--- src/rtl/mem_port_arbiter_if.sv ---
// Bundle of requester handshakes and the shared memory port for mem_port_arbiter.
// The slave view is the arbiter itself; the master view is the surrounding
// environment (both requesters plus the memory that answers mem_addr).
interface mem_port_arbiter_if #(
    parameter int AW = 32,
    parameter int DW = 32
);
    logic          m0_req;
    logic          m0_we;
    logic [AW-1:0] m0_addr;
    logic [DW-1:0] m0_wdata;
    logic          m0_ack;
    logic [DW-1:0] m0_rdata;

    logic          m1_req;
    logic          m1_we;
    logic [AW-1:0] m1_addr;
    logic [DW-1:0] m1_wdata;
    logic          m1_ack;
    logic [DW-1:0] m1_rdata;

    logic          mem_en;
    logic          mem_we;
    logic [AW-1:0] mem_addr;
    logic [DW-1:0] mem_wdata;
    logic [DW-1:0] mem_rdata;

    logic          busy;
    logic          owner;

    modport slave (
        input  m0_req, m0_we, m0_addr, m0_wdata,
        output m0_ack, m0_rdata,
        input  m1_req, m1_we, m1_addr, m1_wdata,
        output m1_ack, m1_rdata,
        output mem_en, mem_we, mem_addr, mem_wdata,
        input  mem_rdata,
        output busy, owner
    );

    modport master (
        output m0_req, m0_we, m0_addr, m0_wdata,
        input  m0_ack, m0_rdata,
        output m1_req, m1_we, m1_addr, m1_wdata,
        input  m1_ack, m1_rdata,
        input  mem_en, mem_we, mem_addr, mem_wdata,
        output mem_rdata,
        input  busy, owner
    );
endinterface

--- src/rtl/mem_port_arbiter.sv ---
// Two-requester round-robin arbiter for a single unified memory port.
// Master 0 is the CPU controller path, master 1 the loader/DMA port.
// Each access runs IDLE -> ACCESS (WAIT+1 cycles) -> DONE, with the request
// fields latched on grant so the memory side never sees requester glitches.
module mem_port_arbiter #(
    parameter int AW   = 32,
    parameter int DW   = 32,
    parameter int WAIT = 1
) (
    input  logic                 clk,
    input  logic                 rst,
    mem_port_arbiter_if.slave    bus
);

    typedef enum logic [1:0] {
        ST_IDLE   = 2'd0,
        ST_ACCESS = 2'd1,
        ST_DONE   = 2'd2
    } state_t;

    localparam logic [2:0] WAIT_C = 3'(WAIT);

    state_t        state_r;
    logic [2:0]    cnt_r;
    logic          owner_r;
    logic          last_owner_r;
    logic          we_r;
    logic [AW-1:0] addr_r;
    logic [DW-1:0] wdata_r;
    logic          mem_en_r;
    logic          mem_we_r;
    logic          busy_r;
    logic          m0_ack_r;
    logic          m1_ack_r;
    logic [DW-1:0] m0_rdata_r;
    logic [DW-1:0] m1_rdata_r;

    logic          grant_valid_s;
    logic          grant_s;
    logic          sel_we_s;
    logic [AW-1:0] sel_addr_s;
    logic [DW-1:0] sel_wdata_s;

    // Round-robin choice: on a tie the master that did not own the port last wins.
    always_comb begin
        grant_valid_s = 1'b0;
        grant_s       = 1'b0;
        if (bus.m0_req && bus.m1_req) begin
            grant_valid_s = 1'b1;
            grant_s       = ~last_owner_r;
        end else if (bus.m1_req) begin
            grant_valid_s = 1'b1;
            grant_s       = 1'b1;
        end else if (bus.m0_req) begin
            grant_valid_s = 1'b1;
            grant_s       = 1'b0;
        end else begin
            grant_valid_s = 1'b0;
            grant_s       = 1'b0;
        end
    end

    // Route the winning master's request fields toward the latch registers.
    always_comb begin
        sel_we_s    = 1'b0;
        sel_addr_s  = {AW{1'b0}};
        sel_wdata_s = {DW{1'b0}};
        if (grant_s) begin
            sel_we_s    = bus.m1_we;
            sel_addr_s  = bus.m1_addr;
            sel_wdata_s = bus.m1_wdata;
        end else begin
            sel_we_s    = bus.m0_we;
            sel_addr_s  = bus.m0_addr;
            sel_wdata_s = bus.m0_wdata;
        end
    end

    // Access sequencer: grant/latch in IDLE, count waits in ACCESS, ack in DONE.
    always_ff @(posedge clk or posedge rst) begin
        if (rst) begin
            state_r      <= ST_IDLE;
            cnt_r        <= 3'd0;
            owner_r      <= 1'b0;
            last_owner_r <= 1'b1;
            we_r         <= 1'b0;
            addr_r       <= {AW{1'b0}};
            wdata_r      <= {DW{1'b0}};
            mem_en_r     <= 1'b0;
            mem_we_r     <= 1'b0;
            busy_r       <= 1'b0;
            m0_ack_r     <= 1'b0;
            m1_ack_r     <= 1'b0;
            m0_rdata_r   <= {DW{1'b0}};
            m1_rdata_r   <= {DW{1'b0}};
        end else begin
            case (state_r)
                ST_IDLE: begin
                    m0_ack_r <= 1'b0;
                    m1_ack_r <= 1'b0;
                    if (grant_valid_s) begin
                        owner_r  <= grant_s;
                        we_r     <= sel_we_s;
                        addr_r   <= sel_addr_s;
                        wdata_r  <= sel_wdata_s;
                        cnt_r    <= WAIT_C;
                        mem_en_r <= 1'b1;
                        // With no wait states the first ACCESS cycle is also the last.
                        mem_we_r <= sel_we_s && (WAIT_C == 3'd0);
                        busy_r   <= 1'b1;
                        state_r  <= ST_ACCESS;
                    end
                end
                ST_ACCESS: begin
                    if (cnt_r == 3'd0) begin
                        mem_en_r     <= 1'b0;
                        mem_we_r     <= 1'b0;
                        last_owner_r <= owner_r;
                        state_r      <= ST_DONE;
                        if (owner_r) begin
                            m1_ack_r <= 1'b1;
                            if (!we_r) begin
                                m1_rdata_r <= bus.mem_rdata;
                            end
                        end else begin
                            m0_ack_r <= 1'b1;
                            if (!we_r) begin
                                m0_rdata_r <= bus.mem_rdata;
                            end
                        end
                    end else begin
                        cnt_r    <= cnt_r - 3'd1;
                        // Strobe only in the cycle where the counter will read zero.
                        mem_we_r <= we_r && (cnt_r == 3'd1);
                    end
                end
                ST_DONE: begin
                    m0_ack_r <= 1'b0;
                    m1_ack_r <= 1'b0;
                    busy_r   <= 1'b0;
                    state_r  <= ST_IDLE;
                end
                default: begin
                    mem_en_r <= 1'b0;
                    mem_we_r <= 1'b0;
                    m0_ack_r <= 1'b0;
                    m1_ack_r <= 1'b0;
                    busy_r   <= 1'b0;
                    state_r  <= ST_IDLE;
                end
            endcase
        end
    end

    assign bus.m0_ack    = m0_ack_r;
    assign bus.m1_ack    = m1_ack_r;
    assign bus.m0_rdata  = m0_rdata_r;
    assign bus.m1_rdata  = m1_rdata_r;
    assign bus.mem_en    = mem_en_r;
    assign bus.mem_we    = mem_we_r;
    assign bus.mem_addr  = addr_r;
    assign bus.mem_wdata = wdata_r;
    assign bus.busy      = busy_r;
    assign bus.owner     = owner_r;

endmodule

--- src/flat_wrapper.sv ---
// flat-port wrapper written by rule: the top's interface ports become plain ports
module mem_port_arbiter_flat 
#(
    parameter int AW   = 32,
    parameter int DW   = 32,
    parameter int WAIT = 1
)
  (clk, rst, bus_m0_req, bus_m0_we, bus_m0_addr, bus_m0_wdata, bus_m0_ack, bus_m0_rdata, bus_m1_req, bus_m1_we, bus_m1_addr, bus_m1_wdata, bus_m1_ack, bus_m1_rdata, bus_mem_en, bus_mem_we, bus_mem_addr, bus_mem_wdata, bus_mem_rdata, bus_busy, bus_owner);
  mem_port_arbiter_if #(.AW(AW), .DW(DW)) bus_i ();
  input  logic clk;
  input  logic rst;
  input wire logic [$bits(bus_i.m0_req)-1:0] bus_m0_req;
  input wire logic [$bits(bus_i.m0_we)-1:0] bus_m0_we;
  input wire logic [$bits(bus_i.m0_addr)-1:0] bus_m0_addr;
  input wire logic [$bits(bus_i.m0_wdata)-1:0] bus_m0_wdata;
  output wire logic [$bits(bus_i.m0_ack)-1:0] bus_m0_ack;
  output wire logic [$bits(bus_i.m0_rdata)-1:0] bus_m0_rdata;
  input wire logic [$bits(bus_i.m1_req)-1:0] bus_m1_req;
  input wire logic [$bits(bus_i.m1_we)-1:0] bus_m1_we;
  input wire logic [$bits(bus_i.m1_addr)-1:0] bus_m1_addr;
  input wire logic [$bits(bus_i.m1_wdata)-1:0] bus_m1_wdata;
  output wire logic [$bits(bus_i.m1_ack)-1:0] bus_m1_ack;
  output wire logic [$bits(bus_i.m1_rdata)-1:0] bus_m1_rdata;
  output wire logic [$bits(bus_i.mem_en)-1:0] bus_mem_en;
  output wire logic [$bits(bus_i.mem_we)-1:0] bus_mem_we;
  output wire logic [$bits(bus_i.mem_addr)-1:0] bus_mem_addr;
  output wire logic [$bits(bus_i.mem_wdata)-1:0] bus_mem_wdata;
  input wire logic [$bits(bus_i.mem_rdata)-1:0] bus_mem_rdata;
  output wire logic [$bits(bus_i.busy)-1:0] bus_busy;
  output wire logic [$bits(bus_i.owner)-1:0] bus_owner;
  assign bus_i.m0_req = bus_m0_req;
  assign bus_i.m0_we = bus_m0_we;
  assign bus_i.m0_addr = bus_m0_addr;
  assign bus_i.m0_wdata = bus_m0_wdata;
  assign bus_m0_ack = bus_i.m0_ack;
  assign bus_m0_rdata = bus_i.m0_rdata;
  assign bus_i.m1_req = bus_m1_req;
  assign bus_i.m1_we = bus_m1_we;
  assign bus_i.m1_addr = bus_m1_addr;
  assign bus_i.m1_wdata = bus_m1_wdata;
  assign bus_m1_ack = bus_i.m1_ack;
  assign bus_m1_rdata = bus_i.m1_rdata;
  assign bus_mem_en = bus_i.mem_en;
  assign bus_mem_we = bus_i.mem_we;
  assign bus_mem_addr = bus_i.mem_addr;
  assign bus_mem_wdata = bus_i.mem_wdata;
  assign bus_i.mem_rdata = bus_mem_rdata;
  assign bus_busy = bus_i.busy;
  assign bus_owner = bus_i.owner;
  mem_port_arbiter #(.AW(AW), .DW(DW), .WAIT(WAIT)) u_core (.clk(clk), .rst(rst), .bus(bus_i));
endmodule
--- config.mk ---
export PLATFORM = sky130hd
export DESIGN_NAME = mem_port_arbiter_flat
export DESIGN_NICKNAME = d
export VERILOG_FILES = /design/src/rtl/mem_port_arbiter_if.sv /design/src/rtl/mem_port_arbiter.sv /design/src/flat_wrapper.sv
export SDC_FILE = /design/constraint.sdc
export NUM_CORES = 1
export LEC_CHECK = 0
export CORE_MARGIN = 1
export CORE_UTILIZATION = 39
export CTS_CLUSTER_DIAMETER = 120
export DETAILED_ROUTE_END_ITERATION = 12
export HOLD_SLACK_MARGIN = 0.03
export PLACE_DENSITY = 0.87
export SLEW_MARGIN = 20
export SYNTH_ARGS = -nofsm -noshare
export SYNTH_HDL_FRONTEND = slang
export SYNTH_SLANG_ARGS = --single-unit
--- constraint.sdc ---
create_clock -name clk -period 12.6 [get_ports clk]
set_clock_uncertainty 0.05 [all_clocks]
set_input_delay 1.26 -clock clk [delete_from_list [all_inputs] [get_ports clk]]
set_output_delay 1.26 -clock clk [all_outputs]
set_load 0.02 [all_outputs]
# Word-level counts from Yosys, hierarchy flattened

Cells that the tools add are included.

Equality and inequality tests: 8
Reduce and logical (&&, ||, !) cells: 16
Mux-type cells: 27
Bitwise operators: 5
$add $sub $neg: 1

Operators with widths:

| operator                                             | number |
|---|---|
| two-way mux 32 bit                                   | 2 |
| two-way mux 1 bit                                    | 16 |
| AND reduction 2 bit                                  | 7 |
| AND reduction 4 bit                                  | 2 |
| two-way mux 3 bit                                    | 2 |
| != test 2 x 1 -> 1 bit (second input constant)       | 3 |
| case mux 1 bit (3 select lines)                      | 2 |
| case mux 3 bit (2 select lines)                      | 1 |
| AND reduction 3 bit                                  | 2 |
| inverter 1 bit                                       | 5 |
| two-way mux 2 bit                                    | 2 |
| != test 2 bit (second input constant)                | 2 |
| case mux 2 bit (2 select lines)                      | 1 |
| equality test 3 x 1 -> 1 bit (second input constant) | 1 |
| logical NOT 3 bit                                    | 1 |
| subtractor 3 x 1 -> 3 bit (second input constant)    | 1 |
| equality test 2 x 1 -> 1 bit (second input constant) | 1 |
| equality test 2 bit (second input constant)          | 1 |
| logical AND 1 bit                                    | 2 |
| logical NOT 2 bit                                    | 1 |
| case mux 1 bit (2 select lines)                      | 1 |
| nonzero test 2 bit                                   | 1 |

Output and inout bits: 134
Register bits after elaboration: 141
Word-level logic and storage cells: 71

# Longest topological paths before layout

Gate-level depths: netlist (run 1).

Depth in word-level cells: 5
Gate-level depth with buffers: 7

# Least setup slack after synthesis (run 1)

No wires, ideal clock.

Path type: input port to flip-flop
From: in bus_m1_req
To: reg u_core.addr_r[0] (netlist: u_core.bus.mem_addr[0])
Setup slack: 9.842 ns
Arrival time: 2.583 ns
Data required time: 12.425 ns
Stages: 5
Cells stage by stage: a21bo_2 -> clkbuf_1 -> buf_2 -> mux2_2 -> mux2_2

Cells in the longest elaborated chain, start to end: 3

Ends and longest elaborated chain:

| what                                                             | RTL line                                       | RTL |
|---|---|---|
| start, declared                                                  | flat_wrapper.sv:18                             | `input wire logic [$bits(bus_i.m1_req)-1:0] bus_m1_req;` |
| two-way mux 1 bit / logical AND 1 bit (equally long branches)    | mem_port_arbiter.sv:51, mem_port_arbiter.sv:48 |  |
| two-way mux 1 bit                                                | mem_port_arbiter.sv:48                         | `if (bus.m0_req && bus.m1_req) begin` |
| two-way mux 32 bit / AND reduction 2 bit (equally long branches) | -                                              |  |
| end signal, assigned                                             | mem_port_arbiter.sv:87                         | `addr_r <= {AW{1'b0}};` |
| end signal, assigned                                             | mem_port_arbiter.sv:104                        | `addr_r <= sel_addr_s;` |
| end, declared                                                    | mem_port_arbiter.sv:28                         | `logic [AW-1:0] addr_r;` |

Parallel ways exist; a longest one is shown, timed or not.
A chain may end at the register's enable or synchronous reset.

# Worst setup path in the final report (run 1)

From: in bus_m1_req
To: reg u_core.addr_r[6] (netlist: u_core.bus.mem_addr[6])

The elaborated chain is that of the path after synthesis.

==> metrics list, run 1 <==
* CP endpoint kind: flop
- NetSw: 910 uW
- Final core utilization: 0.655
- CP startpoint: bus_m1_req
- Post-Synthesis Cell Area: 6210 um^2
- The synthesized-area fraction occupied by ao, oa, aoi and oai cells is 0.0135.
- The floorplan step defined a die boundary enclosing 16400 um^2.
- In the global route stage, overall resource usage came out at 0.204.
- After clock tree synthesis, the repair step resized 0 gates.
- The worst-case IR drop observed on VDD is 0.000138 V.
* Clock root cell: clkbuf_16
- Number of buffers created by CTS: 17
- Across the run, the number of max-cap violations was 0.
* Via count of the first global-routing pass: 4955
- For the pin with the worst max-slew slack, the measured transition is 0.842 ns.
- Total congestion overflow: 0
- Slew headroom: 0.439
- Area contributors post-synth: dfrtp_1 (56%), mux2_2 (30%), mux2_4 (7.3%)
- In the final layout, the share of cells above drive strength 1 is 0.339.
- Initial standard-cell utilization of the core: 0.404
- Clock network power share: 0.213
- Clock transition at the registers of the reported paths: 0.06 ns
- Ranked by instance count, the synthesized netlist is headed by mux2_2 (166), dfrtp_1 (140), mux2_4 (30).
* Largest net degree at the start of global routing: 81
* Number of enable flip-flop cells after synthesis: 0
* WL final: 16300 um
- The final route contains 4419 vias.
- Ratio of total power to cell area: 268 nW/um^2
- Adding up every negative setup slack in the final design gives 0 ns.
- Worst hold path class: reg -> reg
- The final count of pins violating max slew is 0.
- Clock latency on the worst-skew pair, taken at its later pin, is 0.42 ns.
* Initial drt markers: 97
- The floorplan has 45 rows.
* FF+latch count, synth: 141
* Finish-stage setup viols: 0
- When the netlist entered floorplanning its net count stood at 564.
* Routed wire per std cell: 17.7 um
- Along the worst path, the maximum fanout reaches 51.
* DRT Pass-1 Iters: 4
- Minimum clock period: 3.27 ns
- In this run the deepest clock path goes through 2 buffers.
- The most used flip-flop cell after synthesis is dfrtp_1.
* H-tree depth reported by CTS: 4
- DRC Markers: 0
- Of the total synthesized cell area, the portion taken by XOR and XNOR cells is 0.
- The startpoint identified for the worst register-to-register timing path is u_core.last_owner_r$_DFFE_PP1P_.
- Switching fraction of total power: 0.338
- Crit path launch type: input port
- Avg Synthesized Cell Area: 15.7 um^2
* Gpl congestion: 0.781
- Sequential share of the synthesized area: 0.569
- Leakage dissipation: 4.21 nW
- In the synthesized netlist the async set-or-reset flop fraction comes to 1.00.
* Distinct cell type count of the synthesized netlist: 28
- Internal power comes to 1.79 mW.
* Layout overhead on the synthesized area: 62.2%
- Outcome: finished, final reports clean
- Post-CTS setup-driven buffer insertion count: 0
- The count of final hold-check violations came to 0.
- First-pass GRT wire length: 25400 um
- Setup repair after global routing missed its margin: no
* Most instantiated library cell after synthesis: mux2_2
- STA puts the critical path data arrival time at 3.52 ns.
- Number of buffers inserted by hold repair at cts: 0
- Clock Sinks: 141
- Data on the critical path is required at its endpoint by 12.85 ns.
* Die X-Extent: 128 um
- Sum of net half-perimeters after detailed placement: 11800 um
- After synthesis, the largest family of logic cells by area is multiplexers.
- TritonCTS built the clock tree.
- Static timing analysis puts the maximum clock frequency at 0.306 GHz.
* Library cell with the largest summed area after synthesis: dfrtp_1
- Once detail routing completed, the nets flagged for antenna violations numbered 0.
- Ratio of final minimum period to clock period: 0.260
- Number of buffers added on ports: 299
- Count of boundary I/O pins: 300
- Of the post-synthesis cell area, the dominant cell type holds 0.564.
- For this run, the number of Yosys warnings is 0.
- Of the total synthesized cell area, the portion taken by AND, OR, NAND and NOR gates is 0.0159.
- Measured along the y axis, the die boundary spans 128 um.
* Proportion of synthesized area in mux cells: 0.374
* Antenna violations before repair: 1
* Total number of nets in the final design: 865
* Combinational share of power: 0.483
- In the routed layout, each cell is associated on average with a via count of 4.80.
- Post-Synthesis Cells: 395
- Critical path start-end classification: in -> reg
* Hold Crit Start: u_core.bus.mem_en$_DFFE_PP0P_
- Of the total power, registers draw 0.304.
* Adder-cell share of the synthesized area: 0.00605
* Floorplan Core Area: 15400 um^2
[power by group through the flow]
stage,clock (mW),combinational [mW],sequential (mW)
after floorplan,0,0.446,1.08
after global placement,0,1.28,0.810
after detailed placement,0,1.31,0.827
after CTS,0.586,1.32,0.822
after global routing,0.604,1.37,0.850
final,0.574,1.30,0.820
[logic make-up after synthesis]
family,count (synthesis)
and+or+nand+nor,17
buffers and inverters,25
DFF,141
AOI/OAI and AO/OA,13
adders and majority gates,3
muxes,196
[placed cells by master, fill, tap and decap left out, types with 2 or more instances in the layout]
| cell | instances |
|---|---|
| clkinvlp_4 | 4 |
| o22ai_1 | 2 |
| clkbuf_16 | 17 |
| o21ai_0 | 5 |
| clkinv_4 | 3 |
| nor2_1 | 4 |
| mux2_2 | 166 |
| nor2b_1 | 2 |
| buf_4 | 3 |
| nand2_1 | 2 |
| clkdlybuf4s50_1 | 299 |
| bufinv_16 | 6 |
| dfrtp_1 | 140 |
| ha_1 | 3 |
| mux2_4 | 30 |
| o21a_1 | 2 |
| inv_1 | 3 |
[path summary, 6_finish.rpt]
path / slack (ns) / depth (start not counted) / endpoint
max: 9.33 / 5 / u_core.bus.mem_addr[6]$_DFFE_PP0P_
min: 0.44 / 1 / u_core.bus.mem_en$_DFFE_PP0P_
max reg2reg: 10.14 / 4 / u_core.bus.mem_addr[6]$_DFFE_PP0P_
min reg2reg: 0.44 / 1 / u_core.bus.mem_en$_DFFE_PP0P_
max in group asynchronous: 10.10 / 3 / u_core.bus.mem_wdata[9]$_DFFE_PP0P_
min in group asynchronous: 1.25 / 2 / u_core.bus.m1_rdata[17]$_DFFE_PP0P_
[sequential cells by signal (all words and copies together) (netlist names)]
name and count:
u_core.bus.m0_rdata 32, u_core.bus.m1_rdata 32, u_core.bus.mem_addr 32, u_core.bus.mem_wdata 32
u_core.cnt_r 3, u_core.state_r 2, u_core.bus.busy 1, u_core.bus.m0_ack 1
u_core.bus.m1_ack 1, u_core.bus.mem_en 1, u_core.bus.mem_we 1, u_core.bus.owner 1
u_core.last_owner_r 1, u_core.we_r 1
[critical path, cell delays in order]
cell and delay, ns:
clkdlybuf4s50_1 0.43, a21bo_2 0.47, buf_4 0.62, mux2_2 0.42, mux2_2 0.27
[layout make-up]
cell class / instances / area (um^2)
Sequential cell: 141 / 3530
Clock buffer: 18 / 439
Timing Repair Buffer: 303 / 3030
Fill cell: 1123 / 5300
Antenna cell: 1 / 2.50
Tap cell: 211 / 264
Multi-Input combinational cell: 229 / 2550
Clock inverter: 14 / 241
Inverter: 4 / 20.0
[per-stage QoR]
stage | total power, mW | area, um^2 | hold WS [ns] | instances | worst slack, ns
2_1_floorplan | 1.53 | 6210 | 0.431 | 395 | 7.51
3_3_place_gp | 2.09 | 9380 | 0.436 | 888 | 9.00
3_5_place_dp | 2.13 | 9380 | 0.433 | 888 | 8.90
4_1_cts | 2.72 | 10100 | 0.446 | 920 | 9.35
5_1_grt | 2.82 | 10100 | 0.468 | 921 | 9.24
6_report | 2.70 | 10100 | 0.438 | 921 | 9.33
[metal layers]
layer	track usage	wire, um	up-vias
met4	0.105	490	0
met3	0.0651	1220	41
li1	-	-	2018
met5	0	0	-
met1	0.214	5980	2160
met2	0.364	8590	200
Power figures use the tool's default switching activity.
==> inputs of run 2 (changes only) <==
clock period = 3.3 ns   (was 12.6 ns; I/O delays follow)
==> run 2 against run 1 <==
Against the previous run:
- critical path depth stayed put
- worst setup slack got worse by 8.2 ns
- sequential share of layout area rose by 0.29 points
- final cell count unchanged
- utilization decreased by 0.53 points
- final area shrank 0.81%
- sequential power grew to 3.8 times the previous value
- register-to-register slack worse by 9.0 ns
==> metrics list, run 2 (synthesized netlist as in run 1, its figures left out) <==
- Critical path start-end classification: reg -> reg (was in -> reg)
* Minimum clock period: 2.14 ns
- Count of boundary I/O pins: 300 (unchanged)
* Design Power: 9.98 mW (was 2.70 mW)
* Ratio of total power to cell area: 999 nW/um^2 (was 268 nW/um^2)
- Die X-Extent: 128 um (unchanged)
- The most common library cell in the layout ignoring fill and taps is clkdlybuf4s50_1 (unchanged).
* Share of layout cells above drive strength 1: 0.339 (about the same)
- The final routed wirelength across all metal layers came to 16400 um (was 16300 um).
- The maximum number of pins on one net before global-route repair is 142 (was 81).
* Post-DRT Antenna Nets: 0 (unchanged)
- Number of buffers inserted by hold repair at cts: 0 (unchanged)
- Floorplan Core Area: 15400 um^2 (unchanged)
- The area added between synthesis and finish came to 60.9% (was 62.2%).
- The DRC marker count from the first detailed-route iteration is 156 (was 97).
* Clock transition at the registers of the reported paths: 0.06 ns (about the same)
* Transition time of the tightest slew-check pin: 0.749 ns (was 0.842 ns)
* Antenna violations before repair: 0 (was 1)
- The residual DRC count was 0 (unchanged).
- The residual overflow from global routing was 0 (unchanged).
* Ratio of final minimum period to clock period: 0.649
* Clock tree from TritonCTS: yes (unchanged)
- Finish-stage setup viols: 0 (unchanged)
* Clk buf depth: 2 (unchanged)
- Max VDD drop: 0.000524 V (was 0.000138 V)
- The cell area after placement is 9420 um^2 (was 9380 um^2).
- CP Data Arrival Time: 2.38 ns (was 3.52 ns)
- Total number of nets in the final design: 866 (was 865)
* First-pass GRT wire length: 25700 um (was 25400 um)
- PostCTS Resize Cnt: 0 (unchanged)
* Largest fanout on the critical path: 32 (was 51)
- The ratio of routed vias to standard cells is 4.81 (was 4.80).
- The final count of pins violating max slew was 0 (unchanged).
- Design area: 9990 um^2 (was 10100 um^2)
- Highest clock rate: 0.467 GHz
* Setup repair after global routing missed its margin: no (unchanged)
- Post-CTS setup-driven buffer insertion count: 0 (unchanged)
- Slew headroom: 0.500 (was 0.439)
- The clock root buffer is clkbuf_16 (unchanged).
* Clock Sinks: 141 (unchanged)
* Setup slack, reg-to-reg: 1.16 ns (was 10.14 ns)
- The sort of element at the start of the critical path was a flop (was input port).
* Routed wire per std cell: 17.8 um (was 17.7 um)
* Number of max-cap violations: 0 (unchanged)
- The detailed placement HPWL was 12100 um (was 11800 um).
* Worst R2R End: u_core.bus.m0_rdata[30]$_DFFE_PP0P_ (was u_core.bus.mem_addr[6]$_DFFE_PP0P_)
- The via count of the first global-routing pass was 4971 (was 4955).
- Antenna diode count: 0 (was 1)
- Endpoint required time on the critical path: 3.54 ns (was 12.85 ns)
- Worst hold slack after final layout: 0.448 ns (was 0.438 ns)
- Skew-Pair Late Insertion Delay: 0.41 ns (was 0.42 ns)
* Outcome: finished, final reports clean (unchanged)
- Total Routing Usage GR: 0.206 (was 0.204)
- The logic depth of the worst register-to-register path is 5 (was 4).
* Gpl congestion: 0.760 (was 0.781)
- Worst hold path class: in -> async (was reg -> reg)
- The count of final hold-check violations came to 0 (unchanged).
- Number of buffers created by CTS: 17 (unchanged)
- DRT Pass-1 Iters: 4 (unchanged)
- The die span in y is 128 um (unchanged).
- Routed vias: 4432 (was 4419)
- The row count was 45 (unchanged).
* Reg-to-reg critical path startpoint: u_core.cnt_r[0]$_DFFE_PP0P_ (was u_core.last_owner_r$_DFFE_PP1P_)
* Most frequent cells in the layout: clkdlybuf4s50_1 (299), mux2_2 (166), dfrtp_1 (140), mux2_4 (30), clkbuf_16 (17) (unchanged)
* CP endpoint kind: flop (unchanged)
- The final total negative setup slack was 0 ns (unchanged).
- The number of port buffers was 299 (unchanged).
- The static leakage was 4.17 nW (was 4.21 nW).
* H-tree depth reported by CTS: 4 (unchanged)
- The floorplan die area came to 16400 um^2 (unchanged).
- Initial standard-cell utilization of the core: 0.404 (unchanged)
## run 2: where the power goes
part           total, mW  internal (mW)  switching, mW
combinational       4.98           2.77           2.22
sequential          3.14           2.63          0.517
clock               1.85           1.11          0.743
## run 2: worst max-delay path by stage
stage | startpoint | endpoint | slack, ns | depth (start not counted)
after floorplan | rst | u_core.bus.busy$_DFFE_PP0P_ | 1.16 | 1
after global placement | bus_m1_req | u_core.bus.mem_wdata[26]$_DFFE_PP0P_ | 1.12 | 5
after detailed placement | bus_m1_req | u_core.bus.mem_addr[11]$_DFFE_PP0P_ | 1.08 | 5
after CTS | u_core.cnt_r[0]$_DFFE_PP0P_ | u_core.bus.m0_rdata[30]$_DFFE_PP0P_ | 1.17 | 5
after global routing | u_core.cnt_r[1]$_DFFE_PP0P_ | u_core.bus.m0_rdata[30]$_DFFE_PP0P_ | 1.08 | 5
final | u_core.cnt_r[0]$_DFFE_PP0P_ | u_core.bus.m0_rdata[30]$_DFFE_PP0P_ | 1.16 | 5
## run 2: area by class of cell
class | count | area [um^2]
fill | 1136 | 5380
tap | 211 | 264
multi-input combinational | 229 | 2550
clock inverter | 15 | 149
sequential | 141 | 3530
timing repair buffer | 304 | 3060
clock buffer | 17 | 425
inverter | 4 | 18.8
## run 2: metal layers
layer	wire (um)	vias up	GRT usage
li1	-	2028	-
met1	5830	2183	0.209
met2	8840	185	0.380
met3	1120	36	0.0614
met4	580	0	0.109
met5	0	-	0
## run 2: stage by stage
step / utilization / worst slack (ns) / instances
final: 0.650 / 1.16 / 921
after floorplan: - / 1.16 / 395
after detailed placement: 0.613 / 1.08 / 889
after global placement: 0.613 / 1.12 / 889
after global routing: 0.650 / 1.08 / 921
after CTS: 0.650 / 1.17 / 921
## run 2: worst max-delay path, stage by stage (launching register included)
cell      delay (ns)
dfrtp_1         0.38
inv_1           0.11
ha_1            0.20
nand2b_1        0.12
or4_4           0.73
mux2_4          0.41
